==> src/rtl/ballot_pkg.sv <==
// ballot_pkg: shared state/choice encodings and default timing constants for the ballot front-end
package ballot_pkg;
  typedef enum logic [1:0] {ST_IDLE, ST_PRESS, ST_HOLDOFF, ST_REJECT} state_t;
  localparam logic [1:0] CHOICE_A = 2'b00;
  localparam logic [1:0] CHOICE_B = 2'b01;
  localparam logic [1:0] CHOICE_C = 2'b10;
  localparam int DEF_SYNC_STAGES = 2;
  localparam int DEF_DEBOUNCE_CYCLES = 16;
  localparam int DEF_HOLDOFF_CYCLES = 8;
endpackage

==> src/rtl/button_debouncer.sv <==
// button_debouncer: synchronises one raw button and debounces it; the level resets to pressed
module button_debouncer
  import ballot_pkg::*;
#(
  parameter int SYNC_STAGES = DEF_SYNC_STAGES,
  parameter int DEBOUNCE_CYCLES = DEF_DEBOUNCE_CYCLES
) (
  input  logic clk,
  input  logic reset,
  input  logic raw,
  output logic db
);
  localparam int CW = $clog2(DEBOUNCE_CYCLES);
  logic [SYNC_STAGES-1:0] sr;
  logic [CW-1:0] cnt;
  logic sync, flip;
  assign sync = sr[SYNC_STAGES-1];
  assign flip = (sync != db) && (cnt == CW'(DEBOUNCE_CYCLES - 1));
  always_ff @(posedge clk or posedge reset) begin
    if (reset) begin
      sr  <= '0;
      cnt <= '0;
      db  <= 1'b1;
    end else begin
      sr  <= {sr[SYNC_STAGES-2:0], raw};
      cnt <= (sync == db || flip) ? '0 : cnt + 1'b1;
      db  <= flip ? sync : db;
    end
  end
endmodule

==> src/rtl/ballot_input_conditioner.sv <==
// ballot_input_conditioner: accepts one clean single-button vote per card and holds it until release.
// Define BALLOT_REJECT_COUNT_EN to add a saturating reject_count output.
module ballot_input_conditioner
  import ballot_pkg::*;
#(
  parameter int SYNC_STAGES = DEF_SYNC_STAGES,
  parameter int DEBOUNCE_CYCLES = DEF_DEBOUNCE_CYCLES,
  parameter int HOLDOFF_CYCLES = DEF_HOLDOFF_CYCLES
) (
  input  logic       clk,
  input  logic       reset,
  input  logic       btn_a_raw,
  input  logic       btn_b_raw,
  input  logic       btn_c_raw,
  input  logic       card_present_raw,
  input  logic [3:0] voter_id_raw,
  output logic       vote_a,
  output logic       vote_b,
  output logic       vote_c,
  output logic [3:0] voter_id,
  output logic       ready,
`ifdef BALLOT_REJECT_COUNT_EN
  output logic       multi_press,
  output logic [7:0] reject_count
`else
  output logic       multi_press
`endif
);
  localparam int HW = $clog2(HOLDOFF_CYCLES + 1);
  logic [2:0] db;
  logic [SYNC_STAGES-1:0] card_sr;
  logic [3:0] id_sr [SYNC_STAGES];
  logic card_sync, pulse;
  state_t state, next;
  logic [1:0] choice, choice_n;
  logic [HW-1:0] hcnt;
  button_debouncer #(.SYNC_STAGES(SYNC_STAGES), .DEBOUNCE_CYCLES(DEBOUNCE_CYCLES))
    u_db_a (.clk(clk), .reset(reset), .raw(btn_a_raw), .db(db[0]));
  button_debouncer #(.SYNC_STAGES(SYNC_STAGES), .DEBOUNCE_CYCLES(DEBOUNCE_CYCLES))
    u_db_b (.clk(clk), .reset(reset), .raw(btn_b_raw), .db(db[1]));
  button_debouncer #(.SYNC_STAGES(SYNC_STAGES), .DEBOUNCE_CYCLES(DEBOUNCE_CYCLES))
    u_db_c (.clk(clk), .reset(reset), .raw(btn_c_raw), .db(db[2]));
  assign card_sync = card_sr[SYNC_STAGES-1];
  always_ff @(posedge clk or posedge reset) begin
    if (reset) begin
      card_sr <= '0;
      for (int i = 0; i < SYNC_STAGES; i++) id_sr[i] <= '0;
    end else begin
      card_sr  <= {card_sr[SYNC_STAGES-2:0], card_present_raw};
      id_sr[0] <= voter_id_raw;
      for (int i = 1; i < SYNC_STAGES; i++) id_sr[i] <= id_sr[i-1];
    end
  end
  always_comb begin
    next     = state;
    choice_n = choice;
    pulse    = 1'b0;
    case (state)
      ST_IDLE:
        if ($onehot(db) && card_sync) begin
          next     = ST_PRESS;
          choice_n = db[0] ? CHOICE_A : (db[1] ? CHOICE_B : CHOICE_C);
        end else if (|db) begin
          next  = ST_REJECT;
          pulse = 1'b1;
        end
      ST_PRESS:   next = |db ? ST_PRESS : ST_HOLDOFF;
      ST_HOLDOFF: next = (hcnt != '0) ? ST_HOLDOFF : (|db ? ST_REJECT : ST_IDLE);
      default:    next = |db ? ST_REJECT : ST_IDLE;
    endcase
  end
  // outputs are registered from next so they change on the same edge as the state
  always_ff @(posedge clk or posedge reset) begin
    if (reset) begin
      state       <= ST_REJECT;
      choice      <= CHOICE_A;
      hcnt        <= '0;
      voter_id    <= '0;
      vote_a      <= 1'b0;
      vote_b      <= 1'b0;
      vote_c      <= 1'b0;
      ready       <= 1'b0;
      multi_press <= 1'b0;
    end else begin
      state       <= next;
      choice      <= choice_n;
      hcnt        <= (state != ST_HOLDOFF) ? HW'(HOLDOFF_CYCLES - 1) : hcnt - HW'(hcnt != '0);
      voter_id    <= (state == ST_IDLE && next == ST_PRESS) ? id_sr[SYNC_STAGES-1] : voter_id;
      vote_a      <= next == ST_PRESS && choice_n == CHOICE_A;
      vote_b      <= next == ST_PRESS && choice_n == CHOICE_B;
      vote_c      <= next == ST_PRESS && choice_n == CHOICE_C;
      ready       <= next == ST_IDLE;
      multi_press <= pulse;
    end
  end
`ifdef BALLOT_REJECT_COUNT_EN
  always_ff @(posedge clk or posedge reset) begin
    if (reset) reject_count <= '0;
    else reject_count <= (pulse && reject_count != 8'hff) ? reject_count + 1'b1 : reject_count;
  end
`endif
endmodule

==> config.mk <==
export PLATFORM = sky130hd
export DESIGN_NAME = ballot_input_conditioner
export DESIGN_NICKNAME = d
export VERILOG_FILES = /design/src/rtl/ballot_pkg.sv /design/src/rtl/button_debouncer.sv /design/src/rtl/ballot_input_conditioner.sv
export SDC_FILE = /design/constraint.sdc
export NUM_CORES = 1
export LEC_CHECK = 0
export BUFFER_PORTS_ARGS = -buffer_cell sky130_fd_sc_hd__buf_2
export CAP_MARGIN = 20
export CORE_AREA = 2 2 69 58
export CTS_CLUSTER_DIAMETER = 120
export DETAILED_ROUTE_END_ITERATION = 7
export DIE_AREA = 0 0 71 60
export PLACE_DENSITY = 0.7
export SLEW_MARGIN = 30
export SYNTH_ARGS = -nofsm -noshare
export SYNTH_HDL_FRONTEND = slang
export SYNTH_SLANG_ARGS = --single-unit
==> constraint.sdc <==
create_clock -name clk -period 2.3 [get_ports clk]
set_clock_uncertainty 0.1 [all_clocks]
set_input_delay 0.23 -clock clk [delete_from_list [all_inputs] [get_ports clk]]
set_output_delay 0.23 -clock clk [all_outputs]
set_load 0.01 [all_outputs]
==> After elaboration in Yosys (flattened, before gate mapping) <==
Index checks and enable logic that the tools add are counted.
Widths: inputs -> output; s select.
{ "word_totals": {"n_memories": 0, "ramBits": 0, "mem_bits_ro": 0, "latchBits": 0, "in_bits": 10, "register_bits": 48, "word_cells": 76} }
{ "classes": {"n_reduce_logical": 16, "n_addsub": 6, "bitwise_logic": 0, "order_cmp": 0, "mul": 0, "n_div": 0, "n_shift": 0, "muxes": 17, "eq_ne": 16} }
{ "op_table": {"columns": ["op", "count"], "rows": [
  ["$mux 2", 9],
  ["$mux 4", 4],
  ["$add 4x1->4 const B", 3],
  ["$eq 4x4->1 const B", 3],
  ["$eq 2x1->1 const B", 4],
  ["$logic_and 1x1->1", 8],
  ["$logic_not 2->1", 3],
  ["$pmux 2 s3", 1],
  ["$eq 2x2->1 const B", 2],
  ["$reduce_bool 4->1", 1],
  ["$sub 4x1->4", 1],
  ["$eq 1x1->1", 3],
  ["$logic_or 1x1->1", 3],
  ["$mux 1", 3],
  ["$ne 1x1->1", 3],
  ["$reduce_or 3->1", 1],
  ["$add 1x1->2", 1],
  ["$add 2x1->2", 1],
  ["$ne 2x2->1 const B", 1]
]} }

==> Longest topological paths before layout <==
{ "logic_depth": {"depth_word": 8, "depth_mapped": 6} }

==> Cells and area by module <==
A second synthesis with hierarchy kept.
{ "unflattened": {"hier_cells": 150, "hier_area_um2": 1886.8} }
{ "modules_own_cells": {"columns": ["mod", "cells_each", "area_each_um2", "seq_area_each_um2", "instances"], "rows": [
  ["ballot_input_conditioner", 87, 1091.0, 678.2, 1],
  ["button_debouncer", 21, 265.3, 176.4, 3]
]} }

==> Worst setup path after synthesis <==
OpenSTA, ideal clock, no wires.
{ "synth_path": {"path_kind": "flip-flop to flip-flop", "from": "register u_db_a.db", "to": "register voter_id[0]", "path_slack_ps": 205, "n_path_buf": 0, "t_arrival_ps": 1870, "stages_incl_launch_ff": 6, "setup_time_ps": 125, "synth_period_minus_slack_ps": 2095, "path_cell_list": "dfstp_2 -> inv_1 -> fa_1 -> nand4bb_4 -> nor2_4 -> mux2_2"} }
{ "synth_between": {"elab_chain_cells": 8} }
{ "synth_lines": {"columns": ["element", "line", "source"], "rows": [
  ["from (decl)", "button_debouncer.sv:11", "output logic db"],
  ["from (signal assigned)", "button_debouncer.sv:27", "db <= flip ? sync : db;"],
  ["$add 1x1->2 (implied by the code)", "ballot_input_conditioner.sv:60", "if ($onehot(db) && card_sync) begin"],
  ["$add 2x1->2 (implied by the code)", "ballot_input_conditioner.sv:60", null],
  ["$eq 2x1->1", "ballot_input_conditioner.sv:60", null],
  ["$logic_and 1x1->1", "ballot_input_conditioner.sv:60", null],
  ["$mux 2", "ballot_input_conditioner.sv:60", null],
  ["$pmux 2 s3 (*)", "ballot_input_conditioner.sv:58", "case (state)"],
  ["$eq 2x1->1 (*)", "ballot_input_conditioner.sv:88", "voter_id <= (state == ST_IDLE && next == ST_PRESS) ? id_sr[SYNC_STAGES-1] : voter_id;"],
  ["$logic_and 1x1->1 (*)", "ballot_input_conditioner.sv:88", null],
  ["to (signal assigned)", "ballot_input_conditioner.sv:88", null],
  ["to (decl)", "ballot_input_conditioner.sv:20", "output logic [3:0] voter_id,"]
]} }
Every way passes the cells marked *; elsewhere a longest branch is shown, timed or not.
A chain may end at the register's enable or synchronous reset.

==> Worst setup path after layout <==
{ "layout_path": {"from": "register u_db_c.db", "to": "register voter_id[1]"} }
{ "layout_between": {"elab_chain_cells": 7} }
{ "layout_lines": {"columns": ["element", "line"], "rows": [
  ["from (decl)", "button_debouncer.sv:11"],
  ["from (signal assigned)", "button_debouncer.sv:27"],
  ["$add 2x1->2 (implied by the code)", "ballot_input_conditioner.sv:60"],
  ["$eq 2x1->1", "ballot_input_conditioner.sv:60"],
  ["$logic_and 1x1->1", "ballot_input_conditioner.sv:60"],
  ["$mux 2", "ballot_input_conditioner.sv:60"],
  ["$pmux 2 s3 (*)", "ballot_input_conditioner.sv:58"],
  ["$eq 2x1->1 (*)", "ballot_input_conditioner.sv:88"],
  ["$logic_and 1x1->1 (*)", "ballot_input_conditioner.sv:88"]
]} }
Marked as above.

==> results_dict.tcl <==
set metrics [dict create \
    cts_tree "yes" \
    antenna_found_initial 0 \
    gp_congestion 0.860 \
    ff_latch_area_mm2 0.00121 \
    vias_per_cell 5.10 \
    grt_pass1_wl_mm 5.11 \
    fin_nets 201 \
    clkLatencyLatePin_ns 0.30 \
    clock_sinks 48 \
    maxCapViolCount 0 \
    tightestPinTransition_ns 0.639 \
    peakVddDrop_mv 0.524 \
    drive_gt1_share_pct 26.9 \
    multi_input_area_um2 624 \
    fmax_ghz 0.455 \
    syn_area_per_cell_um2 12.8 \
    crit_buf_inv 1 \
    worstHoldStart "u_db_b.sr[0]" \
    overflow 0 \
    finalSetupViolCount 0 \
    critPathLaunch "u_db_c.db" \
    ys_ff_latch 48 \
    clk_pin_slew_ns 0.08 \
    vias 1173 \
    r2r_start "u_db_c.db" \
    stdcell_area_mm2 0.00223 \
    crit_type "register to register" \
    reg2reg_depth 5 \
    grtUsageTotal_pct 16.5 \
    dr.pass1.iters 4 \
    core-area_mm2 0.00363 \
    async_reset_ff_share_pct 100 \
    timing.critical_path.cells "inv_1, fa_1, nand4bb_4, nor2_4, mux2_2" \
    synth-warning-count 0 \
    powerDensity_mw_per_mm2 672 \
    rsz0062_at_grt "false" \
    min_path_cells 0 \
    die_width_um 71 \
    crit_family "flip-flops" \
    fin_crit_ns 2.20 \
    critical_path_cell_count 5 \
    critPathRequiredTime_ns 2.39 \
    place_hpwl_mm 2.18 \
    synth_cell_type_count 32 \
    slew_headroom_pct 57.0 \
    drc 0 \
    critPathLaunchType "register" \
    min_period_over_period_pct 95.5 \
    wire_per_inst_um 13.3 \
    ys.flop_type "dfrtp_1" \
    drt_iter0_drc 54 \
    end_kind "register" \
    area_growth_pct 18.8 \
    slew_violations 0 \
    grt_pass1_vias 1112 \
    rows 20 \
    place_area_mm2 0.00204 \
    grt_max_degree 22 \
    io_pins 19 \
    clockBufferDepth 2 \
    cpPeakStageDelay_ns 0.59 \
    outcome "completed" \
    wl_mm 3.05 \
    synthCells 147 \
    synth_nets 163 \
    ys_seq_area_share_pct 64.2 \
    detail-route-antenna-nets 0 \
    arrival_ns 2.29 \
    crit_fanout 7 \
    root_buffer "clkbuf_8" \
    final_hold_viol_count 0 \
    htreeDepth 2 \
    critPathSlowestCell "dfstp_2" \
    cellLeakagePower_uw 0.00106 \
    n_antenna_cell 0 \
    timing.setup.tns_ns 0 \
    die_y_um 60 \
    cts_made_buffers 5 \
    portBuffers 18 \
    synth_edf_count 0 \
    fillers 295 \
    hold_path.class "register to register" \
    die-area_mm2 0.00426 \
    syn-cell-area_mm2 0.00188 \
    start_util_pct 51.8 \
]
[layer usage]
metal / wire [um] / track usage [%] / up-vias
li1: - / - / 568
met1: 1380 / 21.5 / 575
met2: 1470 / 25.0 / 24
met3: 137 / 6.24 / 6
met4: 55 / 7.28 / 0
met5: 0 / 0 / -
[power by group]
part	switching (uW)	internal, uW	total [uW]
logic	57.6	50.7	108
registers	30.6	885	915
clock network	265	212	477
total	353	1150	1500
[logic make-up (layout without fill, tap and decap cells)]
family          count (synthesis)  after routing  synth area share [%]
xor+xnor                       11             11                  5.12
buf+inv                        13             52                  2.59
compound gates                 15             15                  5.46
flops                          48             48                  64.2
mux                             7              7                  4.19
fa+ha+maj                       6              6                  4.39
simple gates                   47             47                  14.0
[area by class of cell]
type / instances / share of cell area [%]
Sequential cell: 48 / 54.0
Clock buffer: 6 / 3.25
Tap cell: 44 / 2.46
Timing Repair Buffer: 32 / 9.74
Multi-Input combinational cell: 86 / 27.9
Inverter: 12 / 2.02
Clock inverter: 2 / 0.560
[stage by stage]
step	total power (uW)	hold slack [ns]	utilization, %	cells	setup WS [ns]
5_1_grt	1570	0.270	61.6	230	0.0365
3_5_place_dp	1030	0.145	56.1	210	0.0134
6_report	1500	0.256	61.6	230	0.103
3_3_place_gp	1020	0.127	56.1	210	0.144
2_1_floorplan	994	0.161	-	147	0.205
4_1_cts	1520	0.260	61.0	227	0.0292
[worst paths after layout]
| path | to | slack (ns) |
|---|---|---|
| hold / removal | u_db_b.sr[1] | 0.26 |
| setup reg to reg | voter_id[1] | 0.10 |
| hold reg to reg | u_db_b.sr[1] | 0.26 |
| max in group asynchronous | u_db_b.db | 1.12 |
| setup / recovery | voter_id[1] | 0.10 |
| min in group asynchronous | id_sr[4] | 0.37 |
[worst reg2reg max path, delay by kind of cell (launching register included)]
family,cells,cell delay (ns)
DFF,1,0.59
muxes,1,0.36
and+or+nand+nor,2,0.50
adders and majority gates,1,0.49
buffers and inverters,1,0.07
[cell usage after synthesis, types with 2 or more instances]
| cell type | number | area [um2] |
|---|---|---|
| xnor2_1 | 8 | 70.1 |
| nor3_1 | 4 | 20.0 |
| xor2_1 | 3 | 26.3 |
| nand3_1 | 8 | 40.0 |
| nand2_1 | 6 | 22.5 |
| nand4_1 | 2 | 12.5 |
| ha_1 | 5 | 62.6 |
| inv_1 | 12 | 45.0 |
| nor2_1 | 15 | 56.3 |
| a31o_2 | 2 | 17.5 |
| dfstp_2 | 5 | 131 |
| mux2_2 | 7 | 78.8 |
| o21ai_0 | 5 | 25.0 |
| nor2b_1 | 2 | 12.5 |
| dfrtp_1 | 43 | 1080 |
| a21oi_1 | 4 | 20.0 |
[cell usage in the layout (no fill, tap or decap), types with 2 or more instances in the layout]
| cell | n |
|---|---|
| dfrtp_1 | 43 |
| buf_2 | 18 |
| nor2_1 | 15 |
| inv_1 | 11 |
| dlygate4sd3_1 | 9 |
| nand3_1 | 8 |
| xnor2_1 | 8 |
| mux2_2 | 7 |
| nand2_1 | 6 |
| o21ai_0 | 5 |
| ha_1 | 5 |
| clkbuf_8 | 5 |
| buf_4 | 5 |
| dfstp_2 | 5 |
| nor3_1 | 4 |
| a21oi_1 | 4 |
| xor2_1 | 3 |
| a31o_2 | 2 |
| nand4_1 | 2 |
| nor2b_1 | 2 |
[flip-flops by register name, summed over array words and instances (netlist names), 2 cells and up]
register and flops:
id_sr 8, hcnt 4, u_db_a.cnt 4, u_db_b.cnt 4, u_db_c.cnt 4, voter_id 4, card_sr 2, choice 2
state 2, u_db_a.sr 2, u_db_b.sr 2, u_db_c.sr 2
[repair_timing]
item / 4_1_cts / 5_1_grt
endpoints found under the setup margin: 0 / 4
hold endpoints to repair: 27 / 0
hold buffers: 9 / 0
gates resized for setup: 0 / 0
buffers inserted: 0 / 3
(Power assumes the default switching activity.)
